==> src/rtl/crack_pkg.sv <==
// rtl/crack_pkg.sv - shared types and constants for the N-core ARC4 key-search dispatcher
package crack_pkg;

    typedef enum logic [1:0] {
        S_IDLE,
        S_LAUNCH,
        S_WAIT,
        S_FINISH
    } dispatch_state_t;

    localparam int KEY_W_DEFAULT = 24;
    localparam int NCORES_MAX    = 16;

endpackage

==> src/rtl/crack_dispatch_if.sv <==
// rtl/crack_dispatch_if.sv - dispatcher-to-core-array bus; master is the dispatcher side
interface crack_dispatch_if #(
    parameter int NCORES = 2,
    parameter int KEY_W  = 24
);

    logic [NCORES-1:0]       core_en;
    logic [NCORES-1:0]       core_rdy;
    logic [NCORES*KEY_W-1:0] core_start;
    logic [KEY_W-1:0]        core_stride;
    logic                    core_abort;
    logic [NCORES-1:0]       core_done;
    logic [NCORES-1:0]       core_found;
    logic [NCORES*KEY_W-1:0] core_key;

    modport master (
        output core_en, core_start, core_stride, core_abort,
        input  core_rdy, core_done, core_found, core_key
    );

    modport slave (
        input  core_en, core_start, core_stride, core_abort,
        output core_rdy, core_done, core_found, core_key
    );

endinterface

==> src/rtl/lowest_hit_sel.sv <==
// rtl/lowest_hit_sel.sv - priority encoder returning the lowest set bit of a hit vector
module lowest_hit_sel #(
    parameter int N     = 2,
    parameter int IDX_W = (N > 1) ? $clog2(N) : 1
) (
    input  logic [N-1:0]     hits,
    output logic             hit,
    output logic [IDX_W-1:0] idx
);

    // Scan from the top so the lowest set index is the last one written.
    always_comb begin
        hit = 1'b0;
        idx = '0;
        for (int i = N - 1; i >= 0; i--) begin
            if (hits[i]) begin
                hit = 1'b1;
                idx = IDX_W'(i);
            end
        end
    end

endmodule

==> src/rtl/crack_dispatch.sv <==
// rtl/crack_dispatch.sv - launches NCORES interleaved crack cores, latches the first key found
module crack_dispatch
    import crack_pkg::*;
#(
    parameter int NCORES = 2,
    parameter int KEY_W  = KEY_W_DEFAULT
) (
    input  logic             clk,
    input  logic             rst_n,
    input  logic             en,
    output logic             rdy,
    output logic             key_valid,
    output logic [KEY_W-1:0] key,
    crack_dispatch_if.master cif
);

    localparam int IDX_W = (NCORES > 1) ? $clog2(NCORES) : 1;

    dispatch_state_t   state;
    dispatch_state_t   state_next;
    logic [NCORES-1:0] done_mask;
    logic [NCORES-1:0] hits;
    logic              all_done;
    logic              sel_hit;
    logic [IDX_W-1:0]  sel_idx;
    logic              abort_q;

    // A core that already reported this run cannot report a second hit.
    assign hits     = cif.core_done & cif.core_found & ~done_mask;
    assign all_done = &(done_mask | cif.core_done);

    lowest_hit_sel #(
        .N     (NCORES),
        .IDX_W (IDX_W)
    ) u_sel (
        .hits (hits),
        .hit  (sel_hit),
        .idx  (sel_idx)
    );

    for (genvar g = 0; g < NCORES; g++) begin : g_start
        assign cif.core_start[g*KEY_W +: KEY_W] = KEY_W'(g);
    end
    assign cif.core_stride = KEY_W'(NCORES);
    assign cif.core_abort  = abort_q;

    always_ff @(posedge clk or negedge rst_n) begin
        if (!rst_n) begin
            state <= S_IDLE;
        end else begin
            state <= state_next;
        end
    end

    always_comb begin
        state_next  = state;
        rdy         = 1'b0;
        cif.core_en = '0;
        case (state)
            S_IDLE: begin
                rdy = 1'b1;
                if (en) state_next = S_LAUNCH;
            end
            S_LAUNCH: begin
                if (&cif.core_rdy) begin
                    cif.core_en = '1;
                    state_next  = S_WAIT;
                end
            end
            S_WAIT: begin
                if (all_done) state_next = S_FINISH;
            end
            S_FINISH: begin
                state_next = S_IDLE;
            end
            default: state_next = S_IDLE;
        endcase
    end

    always_ff @(posedge clk or negedge rst_n) begin
        if (!rst_n) begin
            key_valid <= 1'b0;
            key       <= '0;
            done_mask <= '0;
            abort_q   <= 1'b0;
        end else begin
            case (state)
                S_IDLE: begin
                    if (en) begin
                        key_valid <= 1'b0;
                        key       <= '0;
                        done_mask <= '0;
                    end
                end
                S_WAIT: begin
                    done_mask <= done_mask | cif.core_done;
                    if (sel_hit && !key_valid) begin
                        key_valid <= 1'b1;
                        key       <= cif.core_key[int'(sel_idx)*KEY_W +: KEY_W];
                        abort_q   <= 1'b1;
                    end
                end
                S_FINISH: begin
                    abort_q <= 1'b0;
                end
                default: ;
            endcase
        end
    end

endmodule

==> src/flat_wrapper.sv <==
// flat-port wrapper written by rule: the top's interface ports become plain ports
module crack_dispatch_flat import crack_pkg::*;
#(
    parameter int NCORES = 2,
    parameter int KEY_W  = KEY_W_DEFAULT
)
  (clk, rst_n, en, rdy, key_valid, key, cif_core_en, cif_core_start, cif_core_stride, cif_core_abort, cif_core_rdy, cif_core_done, cif_core_found, cif_core_key);
  crack_dispatch_if #(.NCORES(NCORES), .KEY_W(KEY_W)) cif_i ();
  input  logic clk;
  input  logic rst_n;
  input  logic en;
  output logic rdy;
  output logic key_valid;
  output logic [KEY_W-1:0] key;
  output wire logic [$bits(cif_i.core_en)-1:0] cif_core_en;
  output wire logic [$bits(cif_i.core_start)-1:0] cif_core_start;
  output wire logic [$bits(cif_i.core_stride)-1:0] cif_core_stride;
  output wire logic [$bits(cif_i.core_abort)-1:0] cif_core_abort;
  input wire logic [$bits(cif_i.core_rdy)-1:0] cif_core_rdy;
  input wire logic [$bits(cif_i.core_done)-1:0] cif_core_done;
  input wire logic [$bits(cif_i.core_found)-1:0] cif_core_found;
  input wire logic [$bits(cif_i.core_key)-1:0] cif_core_key;
  assign cif_core_en = cif_i.core_en;
  assign cif_core_start = cif_i.core_start;
  assign cif_core_stride = cif_i.core_stride;
  assign cif_core_abort = cif_i.core_abort;
  assign cif_i.core_rdy = cif_core_rdy;
  assign cif_i.core_done = cif_core_done;
  assign cif_i.core_found = cif_core_found;
  assign cif_i.core_key = cif_core_key;
  crack_dispatch #(.NCORES(NCORES), .KEY_W(KEY_W)) u_core (.clk(clk), .rst_n(rst_n), .en(en), .rdy(rdy), .key_valid(key_valid), .key(key), .cif(cif_i));
endmodule
==> config.mk <==
export PLATFORM = sky130hd
export DESIGN_NAME = crack_dispatch_flat
export DESIGN_NICKNAME = d
export VERILOG_FILES = /design/src/rtl/crack_pkg.sv /design/src/rtl/crack_dispatch_if.sv /design/src/rtl/lowest_hit_sel.sv /design/src/rtl/crack_dispatch.sv /design/src/flat_wrapper.sv
export SDC_FILE = /design/constraint.sdc
export NUM_CORES = 1
export LEC_CHECK = 0
export ABC_AREA = 1
export BUFFER_PORTS_ARGS = -buffer_cell sky130_fd_sc_hd__clkbuf_2
export CORE_ASPECT_RATIO = 0.6
export CORE_UTILIZATION = 41
export CTS_CLUSTER_SIZE = 16
export DETAILED_ROUTE_END_ITERATION = 8
export GPL_TIMING_DRIVEN = 0
export PLACE_DENSITY = 0.79
export SYNTH_ARGS = -nofsm -noshare
export SYNTH_HDL_FRONTEND = slang
export SYNTH_SLANG_ARGS = --single-unit
==> constraint.sdc <==
create_clock -name clk -period 2.3 [get_ports clk]
set_clock_uncertainty 0.15 [all_clocks]
set_input_delay 0.345 -clock clk [delete_from_list [all_inputs] [get_ports clk]]
set_output_delay 0.345 -clock clk [all_outputs]
set_load 0.03 [all_outputs]
==> impl_metrics.csv <==
group,metric,value,unit
final_layout,final_common_cell,"nand2_1",
final_layout,area_growth,37.56,%
floorplanning,start_util,42.52,%
timing,setup_tns,0,ps
logic_synthesis,synth_cell_types,17,
setup_path,start_kind,"register",
logic_synthesis,synth_xor_area_share,0,%
logic_synthesis,synthAdderAreaFrac,2.113,%
logic_synthesis,synth_compound_area_share,2.060,%
drt,wl_per_cell,9.033,um
final_layout,fin_nets,583,
final_layout,drive_gt1_share,34.99,%
drt,drtIter0Drc,57,
floorplanning,core,5570,sq um
drt,routed_wl,5.447,mm
placed_design,port_buffers,85,
placed_design,dp_hpwl,4.444,mm
cts,clkTransAtPathRegs,60,ps
final_layout,num_antenna_cells,0,
global_route,grt_max_degree,31,
timing,setup_slack,392.7,ps
pwr,p_switching,1.491,mW
pwr,pwr_density_cell,915.8,nW/um^2
logic_synthesis,ys.flop_type,"dfrtp_1",
cts,cts.sinks,30,
pwr,power.total,2.984,mW
global_route,grt_pass1_wl,8.342,mm
cts,htree_num_levels,2,
logic_synthesis,syn_avg_cell_area,6.598,sq um
logic_synthesis,yosys.area_share.simple,31.75,%
timing,max_freq,0.5243,GHz
cts,ctsResizeCount,0,
drt,drtPass1Iterations,4,
setup_path,arrival,1410,ps
cts,worstSkewPairLatency,270,ps
setup_path,r2r_slack,400,ps
timing,worst_slew_pin_slew,752.2,ps
logic_synthesis,yosysWarnings,0,
pwr,p_seq_share,26.0,%
timing,hold_viol_final,0,
timing,whs,219.8,ps
placed_design,pre_cts_ws,409.8,ps
floorplanning,die_w,100.1,um
setup_path,path_max_fanout,4,
timing,rsz0062_at_grt,"false",
pwr,clockPowerShare,14.3,%
timing,finalCritPeriodShare,82.93,%
final_layout,final_core_util,58.49,%
pwr,p_int,1.493,mW
floorplanning,boundaryPins,158,
pwr,swShare,49.96,%
run_status,status,"finished, final reports clean",
logic_synthesis,synth_edf_count,0,
floorplanning,rows,21,
job,drv_cap,0,
logic_synthesis,async_reset_ff_share,100.0,%
logic_synthesis,synth_top_family_by_area,"buffers and inverters",
global_route,antenna_found_initial,0,
logic_synthesis,synthMuxAreaShare,0,%
drt,avgViaCountPerCell,3.713,
drt,postRouteAntennaNets,0,
setup_path,cp-end-kind,"output pin",
cts,ctsRootBufferMaster,"clkbuf_8",
final_layout,instances_no_fill,603,
floorplanning,dieHeight,60.88,um
pwr,p_leak,2.210,nW
logic_synthesis,netlist_area,2369,sq um
drt,vias,2239,
global_route,grt-ovfl-total,0,
logic_synthesis,synthCells,359,
floorplanning,die_area,6095,sq um
setup_path,critPathKind,"register to output pin",
logic_synthesis,ys_ff_latch,30,
placed_design,dpl_cell_area,3157,sq um
placed_design,dp_cells,594,
cts,cts_buffer_depth,2,
timing,final_max_slew_viol_count,0,
global_route,track_usage,18.16,%
pwr,p_comb_share,59.7,%
logic_synthesis,synth-seq-area-share,31.70,%
final_layout,final_area,3258,sq um
global_route,grt_pass1_vias,1810,
timing,finalSetupViolCount,0,
placed_design,globalplace.congestion,0.7659,
drt,drc,0,
final_layout,final_cell_mix,"135 x nand2_1, 85 x clkbuf_2, 76 x buf_4",
timing,finalCriticalPeriod,1907,ps
timing,relSlewSlack,49.86,%
pwr,ir_drop,0.5042,mV
min_path,min_path_type,"input pin to register",
setup_path,crit_required,1800,ps
cts,tritoncts,"yes",
cts,cts-buffers-inserted,5,
-- path summary, 6_finish.rpt --
path / startpoint / endpoint / depth (start not counted)
setup / recovery: u_core.state[1] / cif_core_en[1] / 6
hold / removal: cif_core_done[1] / u_core.done_mask[1] / 3
setup reg to reg: u_core.state[0] / u_core.key[19] / 8
hold reg to reg: u_core.key[22] / u_core.key[22] / 2
max in group asynchronous: rst_n / u_core.key[22] / 2
min in group asynchronous: rst_n / u_core.key[14] / 2
-- cell usage after synthesis, types with 3 or more instances --
library cell	number	area share, %
nand3_1	3	0.63
inv_1	33	5.2
dfrtp_1	30	32
ha_1	4	2.1
buf_4	76	24
nor2_1	55	8.7
o21ai_0	3	0.63
nand2_1	135	21
buf_2	7	1.5
-- cells by family after synthesis --
| kind of cell | count (synthesis) |
|---|---|
| flip-flops | 30 |
| other | 2 |
| AO/OA/AOI/OAI | 7 |
| AND/OR/NAND/NOR | 196 |
| adder cells (fa/ha/maj) | 4 |
| buffers and inverters | 120 |
-- power groups by stage --
stage	clock, mW	sequential, mW	combinational (mW)
2_1_floorplan	0	0.972	1.16
3_3_place_gp	0	0.775	1.75
3_5_place_dp	0	0.780	1.79
4_1_cts	0.444	0.775	1.80
5_1_grt	0.463	0.791	1.97
6_report	0.427	0.775	1.78
-- state kept, by name, summed over array words and instances (netlist names) --
name,flops
u_core.state,2
u_core.cif.core_abort,1
u_core.key_valid,1
u_core.key,24
u_core.done_mask,2
-- final cells by class --
type / count / area [sq um]
Buffer: 85 / 628.1
Clock buffer: 7 / 86.33
Clock inverter: 1 / 5.005
Fill cell: 538 / 2312
Inverter: 35 / 131.4
Multi-Input combinational cell: 279 / 1121
Sequential cell: 30 / 750.7
Tap cell: 80 / 100.1
Timing Repair Buffer: 86 / 435.4
-- critical path, cell delays in order (launching register included) --
cell and delay [ps]:
dfrtp_1 420, inv_1 90, ha_1 160, inv_1 40, nor2_1 120, buf_4 120, clkbuf_2 190
-- metal layers --
layer  GRT usage [%]  vias to the layer above  part of all wire [%]
met5               0                        -                     0
met4           4.348                        0                  0.26
met3           5.069                        2                   6.6
met2           31.21                       74                    45
met1           23.19                      937                    48
li1                -                     1226                     -
-- what timing repair did --
action                                 CTS  global route
endpoints found under the hold margin   20             0
setup buffers                            0             0
hold buffers                             1             0
No activity file was read; power rests on OpenSTA's default activity.
